[src/rtl/i2c_ball_pkg.sv]
// i2c_ball_pkg: constants and state type shared by the ball link I2C master and slave
package i2c_ball_pkg;
    localparam logic [6:0] I2C_BALL_ADDR = 7'h55;
    localparam logic [7:0] REG_BALL_Y = 8'h00;
    localparam logic [7:0] REG_BALL_VY = 8'h01;
    localparam int REG_Y_LEN = 2;
    localparam int REG_VY_LEN = 1;
    typedef enum logic [2:0] {
        IDLE, RX_ADDR, ACK_ADDR, RX_REG, ACK_REG, RX_DATA, ACK_DATA, WAIT_STOP
    } slv_state_t;
endpackage

[src/rtl/i2c_line_filter.sv]
// i2c_line_filter: synchronizer, glitch filter and edge detect for one open-drain line
module i2c_line_filter #(
    parameter int FILT_LEN = 3
) (
    input  logic clk,
    input  logic reset,
    input  logic raw,
    output logic level,
    output logic rise,
    output logic fall
);
    localparam int CW = $clog2(FILT_LEN + 1);
    logic [1:0] sync;
    logic [CW-1:0] cnt;
    logic level_q;
    // idle bus level is high, so resetting to 1 avoids a false edge on release
    always_ff @(posedge clk or negedge reset) begin
        if (!reset) begin
            sync <= 2'b11;
            cnt <= '0;
            level <= 1'b1;
            level_q <= 1'b1;
        end else begin
            sync <= {sync[0], raw};
            level_q <= level;
            if (sync[1] == level) begin
                cnt <= '0;
            end else if (cnt == CW'(FILT_LEN - 1)) begin
                level <= sync[1];
                cnt <= '0;
            end else begin
                cnt <= cnt + 1'b1;
            end
        end
    end
    assign rise = level & ~level_q;
    assign fall = ~level & level_q;
endmodule

[src/rtl/i2c_ball_slave.sv]
// i2c_ball_slave: write-only I2C target decoding ball Y position/velocity frames
module i2c_ball_slave
    import i2c_ball_pkg::*;
#(
    parameter logic [6:0] SLV_ADDR = I2C_BALL_ADDR,
    parameter int FILT_LEN = 3
) (
    input  logic       clk,
    input  logic       reset,
    input  logic       scl_i,
    input  logic       sda_i,
    output logic       sda_oe,
    output logic [9:0] ball_y,
    output logic [7:0] ball_vy,
    output logic       ball_valid,
    output logic       is_receiving,
    output logic       rx_error
);
    logic scl, scl_rise, scl_fall, sda, sda_rise, sda_fall;
    slv_state_t state;
    logic [2:0] bit_cnt;
    logic [6:0] shreg;
    logic [1:0] remain;
    logic ptr_vy, y_ok, vy_ok, addr_ok;
    logic [1:0] y_hi_sh;
    logic [7:0] y_lo_sh, vy_sh;

    i2c_line_filter #(.FILT_LEN(FILT_LEN)) u_scl (
        .clk(clk), .reset(reset), .raw(scl_i), .level(scl), .rise(scl_rise), .fall(scl_fall)
    );
    i2c_line_filter #(.FILT_LEN(FILT_LEN)) u_sda (
        .clk(clk), .reset(reset), .raw(sda_i), .level(sda), .rise(sda_rise), .fall(sda_fall)
    );

    wire start = sda_fall & scl;
    wire stop = sda_rise & scl;
    wire [7:0] rx_byte = {shreg, sda};
    wire byte_done = scl_rise && bit_cnt == 3'd7;

    always_ff @(posedge clk or negedge reset) begin
        if (!reset) begin
            state <= IDLE;
            bit_cnt <= '0;
            shreg <= '0;
            remain <= '0;
            ptr_vy <= 1'b0;
            y_ok <= 1'b0;
            vy_ok <= 1'b0;
            addr_ok <= 1'b0;
            y_hi_sh <= '0;
            y_lo_sh <= '0;
            vy_sh <= '0;
            sda_oe <= 1'b0;
            ball_y <= '0;
            ball_vy <= '0;
            ball_valid <= 1'b0;
            is_receiving <= 1'b0;
            rx_error <= 1'b0;
        end else begin
            ball_valid <= 1'b0;
            rx_error <= 1'b0;
            if (start) begin
                state <= RX_ADDR;
                bit_cnt <= '0;
                remain <= '0;
                ptr_vy <= 1'b0;
                y_ok <= 1'b0;
                vy_ok <= 1'b0;
                addr_ok <= 1'b0;
                sda_oe <= 1'b0;
                is_receiving <= 1'b0;
            end else if (stop) begin
                if (y_ok && vy_ok) begin
                    ball_y <= {y_hi_sh, y_lo_sh};
                    ball_vy <= vy_sh;
                    ball_valid <= 1'b1;
                end else if (addr_ok) begin
                    rx_error <= 1'b1;
                end
                state <= IDLE;
                addr_ok <= 1'b0;
                sda_oe <= 1'b0;
                is_receiving <= 1'b0;
            end else begin
                case (state)
                    RX_ADDR, RX_REG, RX_DATA: if (scl_rise) begin
                        shreg <= rx_byte[6:0];
                        bit_cnt <= bit_cnt + 1'b1;
                        if (byte_done && state == RX_ADDR) begin
                            if (rx_byte == {SLV_ADDR, 1'b0}) begin
                                state <= ACK_ADDR;
                                addr_ok <= 1'b1;
                                is_receiving <= 1'b1;
                            end else begin
                                state <= WAIT_STOP;
                                rx_error <= rx_byte == {SLV_ADDR, 1'b1};
                            end
                        end else if (byte_done && state == RX_REG) begin
                            if (rx_byte == REG_BALL_Y || rx_byte == REG_BALL_VY) begin
                                state <= ACK_REG;
                                ptr_vy <= rx_byte == REG_BALL_VY;
                                remain <= rx_byte == REG_BALL_VY ? 2'(REG_VY_LEN) : 2'(REG_Y_LEN);
                            end else begin
                                state <= WAIT_STOP;
                                rx_error <= 1'b1;
                                is_receiving <= 1'b0;
                            end
                        end else if (byte_done) begin
                            state <= ACK_DATA;
                            remain <= remain - 1'b1;
                            if (ptr_vy) begin
                                vy_sh <= rx_byte;
                                vy_ok <= 1'b1;
                            end else if (remain == 2'(REG_Y_LEN)) begin
                                y_hi_sh <= rx_byte[7:6];
                            end else begin
                                y_lo_sh <= rx_byte;
                                y_ok <= 1'b1;
                            end
                        end
                    end
                    // first SCL fall drives the ACK, the second (end of 9th clock) releases it
                    ACK_ADDR, ACK_REG, ACK_DATA: if (scl_fall) begin
                        sda_oe <= ~sda_oe;
                        if (sda_oe)
                            state <= state == ACK_ADDR ? RX_REG :
                                     state == ACK_REG ? RX_DATA :
                                     remain == 2'd0 ? RX_REG : RX_DATA;
                    end
                    default: ;
                endcase
            end
        end
    end
endmodule
[config.mk]
export PLATFORM = sky130hd
export DESIGN_NAME = i2c_ball_slave
export DESIGN_NICKNAME = d
export VERILOG_FILES = /design/src/rtl/i2c_ball_pkg.sv /design/src/rtl/i2c_line_filter.sv /design/src/rtl/i2c_ball_slave.sv
export SDC_FILE = /design/constraint.sdc
export NUM_CORES = 1
export LEC_CHECK = 0
export ABC_CLOCK_PERIOD_IN_PS = 2900
export CELL_PAD_IN_SITES_DETAIL_PLACEMENT = 0
export CELL_PAD_IN_SITES_GLOBAL_PLACEMENT = 1
export CORE_ASPECT_RATIO = 0.8
export CORE_MARGIN = 5
export CORE_UTILIZATION = 49
export CTS_BUF_LIST = sky130_fd_sc_hd__clkbuf_8
export DETAILED_ROUTE_END_ITERATION = 10
export PLACE_DENSITY_LB_ADDON = 0.1
export SLEW_MARGIN = 20
export SYNTH_ARGS = -nofsm -noshare
export SYNTH_HDL_FRONTEND = slang
export SYNTH_SLANG_ARGS = --single-unit
[constraint.sdc]
create_clock -name clk -period 2.9 [get_ports clk]
set_input_delay 0.435 -clock clk [delete_from_list [all_inputs] [get_ports clk]]
set_output_delay 0.435 -clock clk [all_outputs]
set_load 0.02 [all_outputs]
-- After elaboration in Yosys (flattened, before gate mapping)
Index checks and enable logic that the tools add are counted.
- muxes and demuxes: 85
- bitwise gates (word level): 19
- reductions and logical operators: 40
- eq/ne operators: 27
- add/sub/neg operators: 4
- operators by type and width (cell ; number):
    $mux 1 ; 54
    $mux 3 ; 16
    $mux 2 ; 14
    $reduce_bool 3->1 ; 7
    $reduce_and 9->1 ; 2
    $eq 8x8->1 const B ; 2
    $ne 4x4->1 const B ; 4
    $reduce_and 8->1 ; 2
    $not 1->1 ; 13
    $eq 3x3->1 const B ; 4
    $reduce_and 6->1 ; 2
    $reduce_bool 2->1 ; 6
    $reduce_and 5->1 ; 2
    $eq 8x1->1 const B ; 1
    $logic_not 8->1 ; 1
    $ne 2x2->1 const B ; 4
    $reduce_and 4->1 ; 2
    $reduce_bool 4->1 ; 2
    $reduce_and 7->1 ; 1
    $and 1x1->1 ; 6
    $eq 2x2->1 const B ; 3
    $eq 3x2->1 const B ; 2
    $ne 6x6->1 const B ; 1
    $pmux 3 s2 ; 1
    other kinds (14) ; 23
- bits in registers: 71
- output and inout port bits: 22
- input bits: 4
- logic and storage cells: 200

-- Logic depth before layout (Yosys ltp)
- depth in word-level cells: 10
- gate-level depth with buffers: 7
- mapped depth without buffers: 6

-- Modules after synthesis
From an unflattened synthesis, not the netlist that was laid out.
- cell total of the unflattened synthesis: 223
- area total of the unflattened synthesis: 3070.4 um^2
- modules (own cells, without submodules) (module ; times used ; seq. area each (um^2) ; area each (um^2) ; cells an instance):
    i2c_ball_slave ; 1 ; 1476.4 ; 2622.5 ; 197
    i2c_line_filter ; 2 ; 155.1 ; 224.0 ; 13

-- Least setup slack after synthesis
OpenSTA, ideal clock, no wires.
- path type: reg2reg
- from: reg bit_cnt[0]
- to: reg y_lo_sh[0]
- setup time: 0.125 ns
- path slack: 0.860 ns
- cell stages (with the launch flop): 7
- arrival: 1.915 ns
- required time: 2.775 ns
- path through: dfrtp_1 ha_1 ha_1 nand3b_4 or3_4 nor4_4 mux2_2
- longest elaborated chain between the ends: 5
- ends and longest elaborated chain (item ; RTL line ; text):
    start: declaration ; i2c_ball_slave.sv:21 ; logic [2:0] bit_cnt;
    start signal: assignment ; i2c_ball_slave.sv:88 ; bit_cnt <= bit_cnt + 1'b1;
    $eq 3x3->1 * ; i2c_ball_slave.sv:38 ; wire byte_done = scl_rise && bit_cnt == 3'd7;
    $logic_and 1x1->1 * ; i2c_ball_slave.sv:38 ;
    $logic_and 1x1->1 (on tied branches) ; i2c_ball_slave.sv:98, i2c_ball_slave.sv:89 ;
    $not 1->1 (no source line) ; n/a ;
    $reduce_and 9->1 (no source line) * ; n/a ;
    end signal: assignment ; i2c_ball_slave.sv:117 ; y_lo_sh <= rx_byte;
    end: declaration ; i2c_ball_slave.sv:26 ; logic [7:0] y_lo_sh, vy_sh;
Every way passes the cells marked *; elsewhere a longest branch is shown, timed or not.
A chain may end at the register's enable or synchronous reset.

-- Final worst setup path
- from: reg bit_cnt[0]
- to: reg y_lo_sh[3]
The elaborated chain is that of the path after synthesis.

==> results.toml <==
[setup_path]
required_ns = 3.13
crit_arrival_ns = 2.63
worst_path_dominant_cell_family = "simple AND/OR/NAND/NOR gates"
r2r_start = "bit_cnt[0]$_DFFE_PN0P_"
cp_num_buf_inv = 0
critPathSlowestCell = "nor4_4"
path_max_fanout = 12
crit_start = "bit_cnt[0]$_DFFE_PN0P_"
crit_path_end_kind = "flop"
cp_cell_sequence = "ha_1, ha_1, nand3b_4, or3_4, nor4_4, mux2_2"
cpMostUsedCell = "ha_1"
worst-setup-path-type = "reg2reg"
max_stage_delay_ns = 0.55
start_kind = "flop"

[synth]
yosysUniqueCellTypes = 51
ys.warnings.count = 0
synthArstFlopShare = 1.000
synth_fp_nets = 246
synth-edff-count = 0
syn_area_per_cell_um2 = 13.11
syn-cell-area_um2 = 3119
netlist_instances = 238
synth_flop_cell = "dfrtp_1"
synth_seq_cells = 71
yosysSeqAreaShare = 0.5728

[die]
dieArea_um2 = 8071
initial_utilization = 0.4968
fp-row-count = 26
core-area_um2 = 6279
die_x_um = 99.21
num_io_pins = 26
dieHeight_um = 81.36

[global_route]
grt_antenna_before_repair = 0
grtUsageTotal = 0.1613
grt_pass1_vias = 1912
grt_max_degree = 40
overflow = 0
grt_pass1_wl_mm = 9.942

[timing]
clock.fmax_ghz = 0.4165
tightest_slew_ns = 0.7643
finalMaxSlewViolations = 0
finalHoldViolations = 0
setup-violations-final = 0
timing.hold.ws_ns = 0.1587
rsz0062_at_grt = "false"
fin_setup_tns_ns = 0
fin_worst_skew_ns = 0.006491
relSlewSlack = 0.4904
period_share = 0.8278
post-route-min-period_ns = 2.401

[place]
gp_congestion = 0.8681
hpwlAfterDp_mm = 4.165
dp.cells = 347
portBuffers = 25

[clock_network]
htreeDepth = 3
cts_tree = "done"
clock_latency_ns = 0.35
clk_path_buf_depth = 2
path_clk_slew_ns = 0.07
cts.sinks = 71
cts.repair.resized = 0
cts_setup_buffers = 0
cts_buffers = 9
ctsHoldBuffers = 0
root_buffer = "clkbuf_8"

[layout]
seq_area_um2 = 1787
syn_to_final_growth_pct = 19.66
num_antenna_cells = 0
nFillCells = 532
finalNonFillerCells = 363
drive_gt1_frac = 0.3082
final_nets = 282
multi_input_area_um2 = 1280

[route]
first_iter_violations = 137
vias_per_cell = 5.430
wl_per_cell_um = 16.39
drc = 0
first_pass_iters = 4
antenna_left = 0
drt_wl_total_mm = 5.948
vias = 1971

[worst_hold_path]
worst_hold_path_type = "in2async"

[pwr]
leakage_nw = 1.676
powerDensity_nw_per_um2 = 752.0
peakVddDrop_uv = 559.7

[job]
maxCapViolations = 0

[run_status]
outcome = "complete, no violations"
metal layers:
layer | track usage | vias to the layer above | share of wire
li1 | - | 951 | -
met1 | 0.2418 | 965 | 0.51
met2 | 0.2165 | 48 | 0.42
met3 | 0.05923 | 7 | 0.059
met4 | 0.04775 | 0 | 0.011
met5 | 0 | - | 0
path summary, 6_finish.rpt:
path,to,slack (ns),depth (start not counted)
worst max-delay path,y_lo_sh[3]$_DFFE_PN0P_,0.50,6
worst min-delay path,u_scl.cnt[0]$_DFF_PN0_,0.16,1
worst max register to register,y_lo_sh[3]$_DFFE_PN0P_,0.50,6
worst min register to register,u_scl.sync[1]$_DFF_PN1_,0.36,0
max in group asynchronous,u_sda.level$_DFFE_PN1P_,2.03,2
min in group clk,u_scl.sync[1]$_DFF_PN1_,0.36,0
cells by family (layout without fill, tap and decap cells):
logic type / Yosys count / after routing / share of synthesized area
muxes: 43 / 43 / 0.1552
xor gates and xnor gates: 4 / 4 / 0.01123
DFF: 71 / 71 / 0.5728
and+or+nand+nor: 60 / 60 / 0.1239
adders and majority gates: 4 / 4 / 0.01605
AOI/OAI and AO/OA: 44 / 44 / 0.1039
buffers and inverters: 12 / 53 / 0.01685
layout by cell type (no fill, tap or decap), types with 2 or more instances in the layout:
cell type,count
a211oi_1,2
a21oi_1,10
a311oi_1,4
buf_4,6
bufinv_16,2
clkbuf_8,11
clkdlybuf4s50_1,24
dfrtp_1,63
dfstp_2,8
ha_1,4
inv_1,6
mux2_2,43
nand2_1,7
nand2b_1,4
nand3_1,4
nand3b_1,6
nor2_1,12
nor2b_1,4
nor3_1,7
nor3b_1,2
o211ai_1,2
o21a_1,4
o21ai_0,4
o21bai_1,4
o31ai_1,2
xnor2_1,4
report_power, final:
| part | internal, W | switching [W] | leakage (nW) |
|---|---|---|---|
| sequential | 0.00113 | 0.000148 | 0.954 |
| clock | 0.000531 | 0.000367 | 0.117 |
| combinational | 0.000270 | 0.000363 | 0.605 |
| total | 0.00193 | 0.000877 | 1.68 |
final cells by class:
class / instances / area share
Timing Repair Buffer: 32 / 0.08314
Tap cell: 84 / 0.02816
Clock buffer: 11 / 0.04056
Clock inverter: 5 / 0.02145
Multi-Input combinational cell: 155 / 0.3429
Inverter: 5 / 0.005028
Sequential cell: 71 / 0.4787
flip-flops by register name, summed over array words and instances (netlist names), 2 cells and up:
register / count
ball_y: 10
ball_vy: 8
vy_sh: 8
y_lo_sh: 8
shreg: 7
bit_cnt: 3
state: 3
remain: 2
u_scl.cnt: 2
u_scl.sync: 2
u_sda.cnt: 2
u_sda.sync: 2
y_hi_sh: 2
Yosys cell counts (all sizes together), types with 4 or more instances:
| master | number | area, um2 |
|---|---|---|
| a21oi | 11 | 66.32 |
| a311oi | 4 | 35.03 |
| buf | 4 | 22.52 |
| dfrtp | 63 | 1577 |
| dfstp | 8 | 210.2 |
| ha | 4 | 50.05 |
| inv | 5 | 18.77 |
| mux2 | 43 | 484.2 |
| nand2 | 7 | 26.28 |
| nand2b | 4 | 25.02 |
| nand3 | 4 | 20.02 |
| nand3b | 7 | 65.06 |
| nor2 | 13 | 51.30 |
| nor2b | 4 | 25.02 |
| nor3 | 7 | 35.03 |
| o21a | 4 | 30.03 |
| o21ai | 4 | 20.02 |
| o21bai | 4 | 30.03 |
| xnor2 | 4 | 35.03 |
through the flow:
stage               power [W]  setup slack, ns  instance area (um2)    util
global route         0.002952           0.3757                 3732  0.5945
floorplan            0.001713           0.8602                 3119       -
detailed placement   0.001923           0.5284                 3501  0.5576
global placement     0.001918           0.5978                 3501  0.5576
CTS                  0.002835           0.5080                 3732  0.5945
finish               0.002807           0.4993                 3732  0.5945
Note: power is estimated with default switching activity, not from simulation.
